==> config.mk <==
export PLATFORM = sky130hd
export DESIGN_NAME = dca_matrix_lsu_wtxn_gen
export DESIGN_NICKNAME = d
export VERILOG_FILES = /design/src/rtl/dca_matrix_lsu_pkg.sv /design/src/rtl/dca_burst_split.sv /design/src/rtl/dca_matrix_lsu_wtxn_gen.sv
export SDC_FILE = /design/constraint.sdc
export NUM_CORES = 1
export LEC_CHECK = 0
export ABC_AREA = 1
export ABC_CLOCK_PERIOD_IN_PS = 6700
export CORE_MARGIN = 8
export CORE_UTILIZATION = 55
export CTS_BUF_LIST = sky130_fd_sc_hd__clkbuf_8 sky130_fd_sc_hd__clkbuf_16
export DETAILED_ROUTE_END_ITERATION = 10
export PLACE_DENSITY = 0.9
export SLEW_MARGIN = 40
export SYNTH_ARGS = -nofsm -noshare
export SYNTH_HDL_FRONTEND = slang
export SYNTH_SLANG_ARGS = --single-unit
==> constraint.sdc <==
create_clock -name clk -period 6.7 [get_ports clk]
set_input_delay 1.34 -clock clk [delete_from_list [all_inputs] [get_ports clk]]
set_output_delay 1.34 -clock clk [all_outputs]
set_load 0.1 [all_outputs]
==> src/rtl/dca_matrix_lsu_pkg.sv <==
// rtl/dca_matrix_lsu_pkg.sv - shared constants, txn_info layout and FSM encoding for the matrix LSU
package dca_matrix_lsu_pkg;

  // Default configuration of the matrix LSU transaction generators
  localparam int DEF_BW_AXI_ADDR     = 32;
  localparam int DEF_BW_AXI_DATA     = 32;
  localparam int DEF_ELEMENT_BYTES   = 4;
  localparam int DEF_MAX_BURST_BEATS = 16;
  localparam int DEF_BW_NUM_ROW      = 16;
  localparam int DEF_BW_NUM_COL      = 16;
  localparam int DEF_BW_STRIDE       = 16;

  // AXI bursts may not cross a 4KB page
  localparam int BW_4KB_OFFSET = 12;

  // txn_info fields: {is_done, is_last, alen, bitaddr}
  localparam int BW_ALEN         = 8;
  localparam int BW_BURST_BEATS  = BW_ALEN + 1;
  localparam int BW_BITADDR_XTRA = 3;
  localparam int NUM_TXN_FLAGS   = 2;

  // Stride is carried in units of 8 bytes
  localparam int LG_STRIDE_UNIT = 3;

  typedef enum logic [1:0] {
    ST_IDLE  = 2'd0,
    ST_BURST = 2'd1,
    ST_DONE  = 2'd2
  } wtxn_state_e;

endpackage

==> src/rtl/dca_burst_split.sv <==
// rtl/dca_burst_split.sv - combinational AXI burst sizing limited by remaining beats, max burst and 4KB page
module dca_burst_split
  import dca_matrix_lsu_pkg::*;
#(
  parameter int BW_REM          = DEF_BW_NUM_COL + 3,
  parameter int BEAT_BYTES      = DEF_BW_AXI_DATA / 8,
  parameter int MAX_BURST_BEATS = DEF_MAX_BURST_BEATS,
  parameter int LG_BEAT         = $clog2(BEAT_BYTES),
  parameter int BW_PG_OFS       = BW_4KB_OFFSET - LG_BEAT
) (
  input  logic [BW_PG_OFS-1:0]      i_beat_ofs,
  input  logic [BW_REM-1:0]         i_rem_beats,
  output logic [BW_BURST_BEATS-1:0] o_beats,
  output logic [BW_ALEN-1:0]        o_alen,
  output logic                      o_crosses_4kb
);

  // Wide enough to hold the remaining-beat count and a full page of beats
  localparam int W = BW_REM + BW_PG_OFS + 1;

  logic [W-1:0] w_pg_beats;
  logic [W-1:0] w_rem;
  logic [W-1:0] w_cap;

  // Beats left before the next 4KB page boundary (a full page when already aligned)
  assign w_pg_beats = (W'(1) << BW_PG_OFS) - W'(i_beat_ofs);
  assign w_rem      = W'(i_rem_beats);
  assign w_cap      = (w_pg_beats < W'(MAX_BURST_BEATS)) ? w_pg_beats : W'(MAX_BURST_BEATS);

  assign o_beats       = BW_BURST_BEATS'((w_rem < w_cap) ? w_rem : w_cap);
  assign o_alen        = BW_ALEN'(o_beats - BW_BURST_BEATS'(1));
  assign o_crosses_4kb = (w_rem > w_pg_beats);

endmodule

==> src/rtl/dca_matrix_lsu_wtxn_gen.sv <==
// rtl/dca_matrix_lsu_wtxn_gen.sv - matrix LSU write transaction generator, one txn_info per AXI write burst
module dca_matrix_lsu_wtxn_gen
  import dca_matrix_lsu_pkg::*;
#(
  parameter int BW_AXI_ADDR     = DEF_BW_AXI_ADDR,
  parameter int BW_AXI_DATA     = DEF_BW_AXI_DATA,
  parameter int ELEMENT_BYTES   = DEF_ELEMENT_BYTES,
  parameter int MAX_BURST_BEATS = DEF_MAX_BURST_BEATS,
  parameter int BW_NUM_ROW      = DEF_BW_NUM_ROW,
  parameter int BW_NUM_COL      = DEF_BW_NUM_COL,
  parameter int BW_STRIDE       = DEF_BW_STRIDE,
  parameter int BW_TXN_INFO     = BW_AXI_ADDR + BW_BITADDR_XTRA + BW_ALEN + NUM_TXN_FLAGS
) (
  input  logic                   clk,
  input  logic                   rstnn,
  input  logic                   clear,
  input  logic                   inst_valid,
  output logic                   inst_ready,
  input  logic [BW_AXI_ADDR-1:0] inst_addr,
  input  logic [BW_STRIDE-1:0]   inst_stride,
  input  logic [BW_NUM_ROW-1:0]  inst_row_m1,
  input  logic [BW_NUM_COL-1:0]  inst_col_m1,
  output logic                   txn_valid,
  input  logic                   txn_ready,
  output logic [BW_TXN_INFO-1:0] txn_info,
  output logic                   busy
);

  localparam int BEAT_BYTES = BW_AXI_DATA / 8;
  localparam int LG_BEAT    = $clog2(BEAT_BYTES);
  localparam int LG_ELEM    = $clog2(ELEMENT_BYTES);
  localparam int BW_REM     = BW_NUM_COL + 3;
  localparam int BW_PG_OFS  = BW_4KB_OFFSET - LG_BEAT;
  localparam int BW_CB      = BW_NUM_COL + LG_ELEM + 2;

  wtxn_state_e             r_state;
  logic                    r_inst_ready;
  logic                    r_txn_valid;
  logic                    r_busy;
  logic [BW_AXI_ADDR-1:0]  r_row_addr;
  logic [BW_AXI_ADDR-1:0]  r_cur_addr;
  logic [BW_STRIDE-1:0]    r_stride;
  logic [BW_NUM_ROW-1:0]   r_row_m1;
  logic [BW_NUM_ROW-1:0]   r_row_cnt;
  logic [BW_REM-1:0]       r_row_beats;
  logic [BW_REM-1:0]       r_rem_beats;

  logic [BW_CB-1:0]          w_col_bytes;
  logic [BW_CB-1:0]          w_row_beats_wide;
  logic [BW_REM-1:0]         w_row_beats;
  logic [BW_BURST_BEATS-1:0] w_beats;
  logic [BW_ALEN-1:0]        w_alen;
  logic                      w_crosses_4kb;
  logic                      w_row_exhaust;
  logic                      w_last_row;
  logic                      w_is_last;
  logic [BW_AXI_ADDR-1:0]    w_next_cur_addr;
  logic [BW_AXI_ADDR-1:0]    w_next_row_addr;
  logic [BW_TXN_INFO-1:0]    w_txn_info;

  // Beats per row, rounded up to whole beats; only sampled on instruction accept
  assign w_col_bytes      = (BW_CB'(inst_col_m1) + BW_CB'(1)) * BW_CB'(ELEMENT_BYTES);
  assign w_row_beats_wide = (w_col_bytes + BW_CB'(BEAT_BYTES - 1)) >> LG_BEAT;
  assign w_row_beats      = BW_REM'(w_row_beats_wide);

  dca_burst_split #(
    .BW_REM          (BW_REM),
    .BEAT_BYTES      (BEAT_BYTES),
    .MAX_BURST_BEATS (MAX_BURST_BEATS),
    .LG_BEAT         (LG_BEAT),
    .BW_PG_OFS       (BW_PG_OFS)
  ) u_burst_split (
    .i_beat_ofs    (r_cur_addr[BW_4KB_OFFSET-1:LG_BEAT]),
    .i_rem_beats   (r_rem_beats),
    .o_beats       (w_beats),
    .o_alen        (w_alen),
    .o_crosses_4kb (w_crosses_4kb)
  );

  // The burst finishes the row exactly when neither the page nor the max burst cut it short
  assign w_row_exhaust   = ~w_crosses_4kb & (r_rem_beats <= BW_REM'(MAX_BURST_BEATS));
  assign w_last_row      = (r_row_cnt == r_row_m1);
  assign w_is_last       = w_row_exhaust & w_last_row;
  assign w_next_cur_addr = r_cur_addr + (BW_AXI_ADDR'(w_beats) << LG_BEAT);
  assign w_next_row_addr = r_row_addr + (BW_AXI_ADDR'(r_stride) << LG_STRIDE_UNIT);

  // Assemble txn_info from registered state; zero whenever no txn is offered
  always_comb begin
    w_txn_info = '0;
    case (r_state)
      ST_BURST: w_txn_info = {1'b0, w_is_last, w_alen, r_cur_addr, 3'b000};
      ST_DONE:  w_txn_info[BW_TXN_INFO-1] = 1'b1;
      default:  w_txn_info = '0;
    endcase
  end

  // Instruction walk FSM: row-by-row burst generation followed by one done token
  always_ff @(posedge clk) begin
    if (!rstnn) begin
      r_state      <= ST_IDLE;
      r_inst_ready <= 1'b1;
      r_txn_valid  <= 1'b0;
      r_busy       <= 1'b0;
      r_row_addr   <= '0;
      r_cur_addr   <= '0;
      r_stride     <= '0;
      r_row_m1     <= '0;
      r_row_cnt    <= '0;
      r_row_beats  <= '0;
      r_rem_beats  <= '0;
    end else if (clear) begin
      r_state      <= ST_IDLE;
      r_inst_ready <= 1'b1;
      r_txn_valid  <= 1'b0;
      r_busy       <= 1'b0;
    end else begin
      case (r_state)
        ST_IDLE: begin
          if (inst_valid) begin
            r_state      <= ST_BURST;
            r_inst_ready <= 1'b0;
            r_txn_valid  <= 1'b1;
            r_busy       <= 1'b1;
            r_row_addr   <= inst_addr;
            r_cur_addr   <= inst_addr;
            r_stride     <= inst_stride;
            r_row_m1     <= inst_row_m1;
            r_row_cnt    <= '0;
            r_row_beats  <= w_row_beats;
            r_rem_beats  <= w_row_beats;
          end
        end
        ST_BURST: begin
          if (txn_ready) begin
            if (w_row_exhaust && w_last_row) begin
              r_state <= ST_DONE;
            end else if (w_row_exhaust) begin
              r_row_addr  <= w_next_row_addr;
              r_cur_addr  <= w_next_row_addr;
              r_row_cnt   <= r_row_cnt + BW_NUM_ROW'(1);
              r_rem_beats <= r_row_beats;
            end else begin
              r_cur_addr  <= w_next_cur_addr;
              r_rem_beats <= r_rem_beats - BW_REM'(w_beats);
            end
          end
        end
        ST_DONE: begin
          if (txn_ready) begin
            r_state      <= ST_IDLE;
            r_inst_ready <= 1'b1;
            r_txn_valid  <= 1'b0;
            r_busy       <= 1'b0;
          end
        end
        default: begin
          r_state      <= ST_IDLE;
          r_inst_ready <= 1'b1;
          r_txn_valid  <= 1'b0;
          r_busy       <= 1'b0;
        end
      endcase
    end
  end

  assign inst_ready = r_inst_ready;
  assign txn_valid  = r_txn_valid;
  assign txn_info   = w_txn_info;
  assign busy       = r_busy;

endmodule
; Word level (Yosys, flattened, before mapping)
; Index checks and enable logic that the tools add are counted.
[op_classes]
n_addsub = 8
magnitude_cmp = 4
n_eq_ne = 9
muxes = 34
bitwise = 6
reduce_logical = 9
[op_table]
columns = operator, n
row1 = 32-bit two-way mux, 7
row2 = 32-bit one-hot mux with 2 select lines, 2
row3 = 19-bit two-way mux, 4
row4 = 16-bit two-way mux, 4
row5 = 44-bit two-way mux, 1
row6 = 19-bit one-hot mux with 2 select lines, 1
row7 = 32-bit by 11-bit adder with 32-bit output, 1
row8 = 32-bit by 19-bit adder with 32-bit output, 1
row9 = 16-bit one-hot mux with 2 select lines, 1
row10 = 19-bit by 30-bit greater-than comparator with 1-bit output, 1
row11 = 19-bit by 30-bit < comparator with 1-bit output, 1
row12 = "30-bit by 5-bit < comparator with 1-bit output, second input constant", 1
row13 = 30-bit two-way mux, 1
row14 = "19-bit by 2-bit adder with 20-bit output, second input constant", 1
row15 = "19-bit by 5-bit less-or-equal comparator with 1-bit output, second input constant", 1
row16 = 19-bit by 9-bit subtractor with 19-bit output, 1
row17 = "16-bit by 1-bit adder with 17-bit output, second input constant", 1
row18 = "16-bit by 1-bit adder with 16-bit output, second input constant", 1
row19 = 16-bit == test, 1
row20 = "2-bit inequality test, second input constant", 6
row21 = "11-bit by 10-bit subtractor with 12-bit output, first input constant", 1
row22 = 9-bit two-way mux, 1
row23 = 2-bit two-way mux, 4
row24 = "8-bit by 1-bit subtractor with 8-bit output, second input constant", 1
row25 = 15 further kinds, 25
[word_totals]
regBits = 153
in_bits = 85
out_inout_bits = 48
elab_cells = 80

; Depth between registers and ports, before layout
[depth]
word_depth = 10
depth_mapped = 36
ltp_nobuf = 35

; Cells and area by module
; Synthesis repeated with hierarchy kept, for this count alone.
[unflattened]
cells_unflattened = 2248
area_unflattened_um2 = 12783.5
[by_module_without_submodules]
columns = mod, n_inst, cells_each, area_per_inst_um2, seq_area_each_um2
row1 = dca_matrix_lsu_wtxn_gen, 1, 2057, 11608.6, 3042.9
row2 = dca_burst_split, 1, 191, 1174.9, 0.0

; Worst setup path before layout
; Ideal clock, no wire load.
[synth_timing]
path_kind = register -> output
startpoint = register r_cur_addr[2]
endpoint = output txn_info[37]
arrival_time_ps = 4391
t_required_ps = 5360
slack_ps = 969
stages_incl_launch_ff = 25
n_path_buf = 1
path_cell_list = dfxtp_1 > inv_1 > ha_1 > inv_1 > nor2_1 > nand3_1 > nand2_1 > nand2_1 > nand3_1 > nor2_2 > nand2_1 > nor2_1 > inv_1 > ha_1 > a21oi_1 > nor2_1 > a211oi_1 > nand2_2 > nand2_4 > nand2_4 > buf_6 > o21ai_0 > ha_1 > o21ai_0 > a21oi_1
[synth_via]
elab_chain_cells = 7
[synth_rtl]
columns = element, line
row1 = start: declaration, dca_matrix_lsu_wtxn_gen.sv:41  ; logic [BW_AXI_ADDR-1:0] r_cur_addr;
row2 = start signal: assignment, dca_matrix_lsu_wtxn_gen.sv:125  ; r_cur_addr <= inst_addr;
row3 = start signal: assignment, dca_matrix_lsu_wtxn_gen.sv:139  ; r_cur_addr <= w_next_row_addr;
row4 = start signal: assignment, dca_matrix_lsu_wtxn_gen.sv:143  ; r_cur_addr <= w_next_cur_addr;
row5 = 11-bit by 10-bit subtractor with 12-bit output (*), dca_burst_split.sv:26  ; assign w_pg_beats = (W'(1) << BW_PG_OFS) - W'(i_beat_ofs);
row6 = 30-bit by 5-bit < comparator with 1-bit output, dca_burst_split.sv:28  ; assign w_cap = (w_pg_beats < W'(MAX_BURST_BEATS)) ? w_pg_beats : W'(MAX_BURST_BEATS);
row7 = 30-bit two-way mux (*), dca_burst_split.sv:28
row8 = 19-bit by 30-bit < comparator with 1-bit output, dca_burst_split.sv:30  ; assign o_beats = BW_BURST_BEATS'((w_rem < w_cap) ? w_rem : w_cap);
row9 = 9-bit two-way mux (*), dca_burst_split.sv:30
row10 = 8-bit by 1-bit subtractor with 8-bit output (*), dca_burst_split.sv:31  ; assign o_alen = BW_ALEN'(o_beats - BW_BURST_BEATS'(1));
row11 = 44-bit two-way mux (*), dca_matrix_lsu_wtxn_gen.sv:90  ; case (r_state)
row12 = end: declaration, dca_matrix_lsu_wtxn_gen.sv:25  ; output logic [BW_TXN_INFO-1:0] txn_info,
; Every way passes the cells marked *; elsewhere a longest branch is shown, timed or not.

; Worst setup path after layout
[layout_timing]
startpoint = register r_cur_addr[2]
endpoint = output txn_info[39]
; The elaborated chain is that of the path after synthesis.

==> impl_metrics.toml <==
[logic_synthesis]
ys_seq_area_share_pct = 28.9
synth_top_family_by_area = "simple AND/OR/NAND/NOR gates"
synth_seq_cells = 152
synth_flop_cell = "dfxtp_1"
synth.most_common_cell = "nand2_1"
netlist_area_mm2 = 0.0105
synth_mux_area_share_pct = 0
syn_inst = 1583
yosysTopAreaCellShare_pct = 28.9
ys_async_sr_fraction_pct = 0
ys_top_cells_by_count = "nand2_1, nor2_1, o21ai_0"
ys_warn_count = 0
yosysUniqueCellTypes = 55
synth_compound_area_share_pct = 20.5
synth_fa_ha_area_share_pct = 7.46
synth_edf_count = 0
synth.area.top_cells = "dfxtp_1, nand2_1, nor2_1"
synth_top_area_cell = "dfxtp_1"
synth_simple_gate_area_share_pct = 26.3
avgSynthCellArea_um2 = 6.65
synthXorXnorAreaFrac_pct = 7.90

[drt]
post_drt_via_cell_ratio = 5.82
vias = 11200
drc = 0
wl_per_cell_um = 16.7
drt-initial-drc-count = 1136
drt_wl_total_um = 32200
first_pass_iters = 6
drtAntennaViolNets = 0

[min_path]
holdCritPathClass = "reg2reg"
hold_depth = 2

[cts]
h-tree-depth = 4
holdBufCountCts = 0
tritoncts = "done"
postCtsSetupBuffers = 0
cts_resized = 0
cts_buffer_depth = 2
cts_sinks = 152
clk_latency_ns = 0.43
cts_made_buffers = 17
cts_root_buf = "clkbuf_16"
cts.clk_slew.worst_paths_ns = 0.07

[pwr]
power.leakage_nw = 5.51
power_density_mw_per_mm2 = 231
vdd_drop_max_mv = 0.200
total_power_mw = 2.84

[setup_path]
reg2reg_slack_ns = 1.08
cp_data_required_time_ns = 5.36
critPathLaunchType = "register"
crit_path_end_kind = "output pin"
critPathKind = "reg2out"
cp_max_fo = 12
cp.arrival_ns = 4.51
critPathSlowestCell = "dfxtp_1"
worst_path_largest_cell_delay_ns = 0.42
worst_path_most_repeated_cell = "nor2_1"
rr_worst_depth = 34

[floorplanning]
core-area_mm2 = 0.0188
row_count = 50
die_h_um = 154
dieWidth_um = 154
num_io_pins = 133
dieArea_mm2 = 0.0238
initial_utilization_pct = 56.1

[placement]
gp_congestion = 0.932
dp_hpwl_um = 23400
io_buffers = 129

[global_routing]
antenna_found_initial = 0
grt_pass1_wl_um = 52200
grt_max_degree = 76
grt-ovfl-total = 0
grtUsageTotal_pct = 26.6
grt_pass1_vias = 10400

[final_layout]
fin_nets = 1824
drive_gt1_share_pct = 8.52
areaGrowthSynthToFinish_pct = 17.1
n_antenna_cell = 0

[timing]
hold_viol_final = 0
clock_skew_ns = 0.0111
setup_violations = 0
min_period_ns = 5.85
tightest_slew_ns = 0.752
holdWs_ns = 0.454
period_share_pct = 87.3
slew_headroom_pct = 49.8
slew_viol_final = 0
clock.fmax_ghz = 0.171
setup_tns_ns = 0
grt_setup_unrepaired = "false"

[status]
status = "completed"

[run]
drv_cap = 0
worst paths after layout:
check                      start              to
setup / recovery   r_cur_addr[2]    txn_info[39]
hold / removal    r_row_beats[1]  r_row_beats[1]
setup reg to reg   r_cur_addr[2]  r_cur_addr[28]
hold reg to reg   r_row_beats[1]  r_row_beats[1]
cells by family after synthesis:
| group | after synthesis |
|---|---|
| fa+ha+maj | 61 |
| other cells | 2 |
| xor+xnor | 95 |
| flops | 152 |
| buf+inv | 235 |
| simple gates | 650 |
| compound gates | 388 |
cell usage in the layout (no fill, tap or decap), types with 3 or more instances in the layout:
| master | instances |
|---|---|
| ha_1 | 58 |
| clkbuf_16 | 17 |
| a21oi_1 | 120 |
| nand2_4 | 4 |
| inv_8 | 3 |
| dfxtp_1 | 152 |
| inv_1 | 150 |
| inv_6 | 4 |
| clkdlybuf4s50_1 | 83 |
| nor2_2 | 6 |
| nand3_1 | 56 |
| nor3_1 | 24 |
| buf_4 | 18 |
| nand4_1 | 17 |
| o211ai_1 | 6 |
| buf_2 | 38 |
| o221ai_1 | 3 |
| o21bai_1 | 3 |
| a31oi_1 | 32 |
| conb_1 | 8 |
| nor4_1 | 13 |
| o21ai_1 | 15 |
| a211oi_1 | 9 |
| a21o_1 | 4 |
| xor2_1 | 65 |
| nor2_1 | 240 |
| a221oi_1 | 9 |
| o21ai_0 | 170 |
| nand2_2 | 12 |
| inv_2 | 13 |
| nor2_4 | 7 |
| nand2_1 | 262 |
| xnor2_1 | 30 |
| o21ai_2 | 3 |
| fa_1 | 3 |
worst max-delay path: cells and delay by family (launching register included):
kind / cells / cell delay [ns]
AO/OA/AOI/OAI: 4 / 0.74
adder cells (fa/ha/maj): 3 / 0.78
buffers and inverters: 4 / 0.57
flip-flops: 1 / 0.42
AND/OR/NAND/NOR: 15 / 1.59
routing by layer:
metal	vias up	track usage, %	part of all wire (%)
met3	81	5.91	10
met5	-	0	0
met2	567	41.1	44
met4	0	9.89	2.7
met1	5128	35.5	43
li1	5430	-	-
stage by stage:
step	instance area, µm²	utilization (%)	worst slack, ns	instances
final	12300	65.7	0.849	1925
after global routing	12300	65.7	0.486	1925
after floorplan	10600	-	0.969	1589
after global placement	11900	63.3	1.28	1891
after CTS	12300	65.7	0.926	1925
after detailed placement	11700	62.5	1.21	1893
final cells by class:
cell class / instances / area (µm²)
Multi-Input combinational cell: 1202 / 6590
Fill cell: 1604 / 6440
Sequential cell: 152 / 3040
Timing Repair Buffer: 141 / 1190
Inverter: 164 / 616
Clock buffer: 19 / 453
Tap cell: 234 / 293
Clock inverter: 13 / 156
state kept, by name (all words and copies together) (netlist names):
register and cells:
r_state 2, r_row_beats 17, r_row_cnt 16, r_rem_beats 19
r_row_addr 32, inst_ready 1, r_stride 16, r_cur_addr 32
r_row_m1 16, busy 1
power breakdown:
group | total, mW | switching, mW | internal, mW
clock network | 1.01 | 0.428 | 0.581
logic | 0.806 | 0.528 | 0.278
registers | 1.03 | 0.0621 | 0.965
total | 2.84 | 1.02 | 1.82
Note: power is estimated with default switching activity, not from simulation.
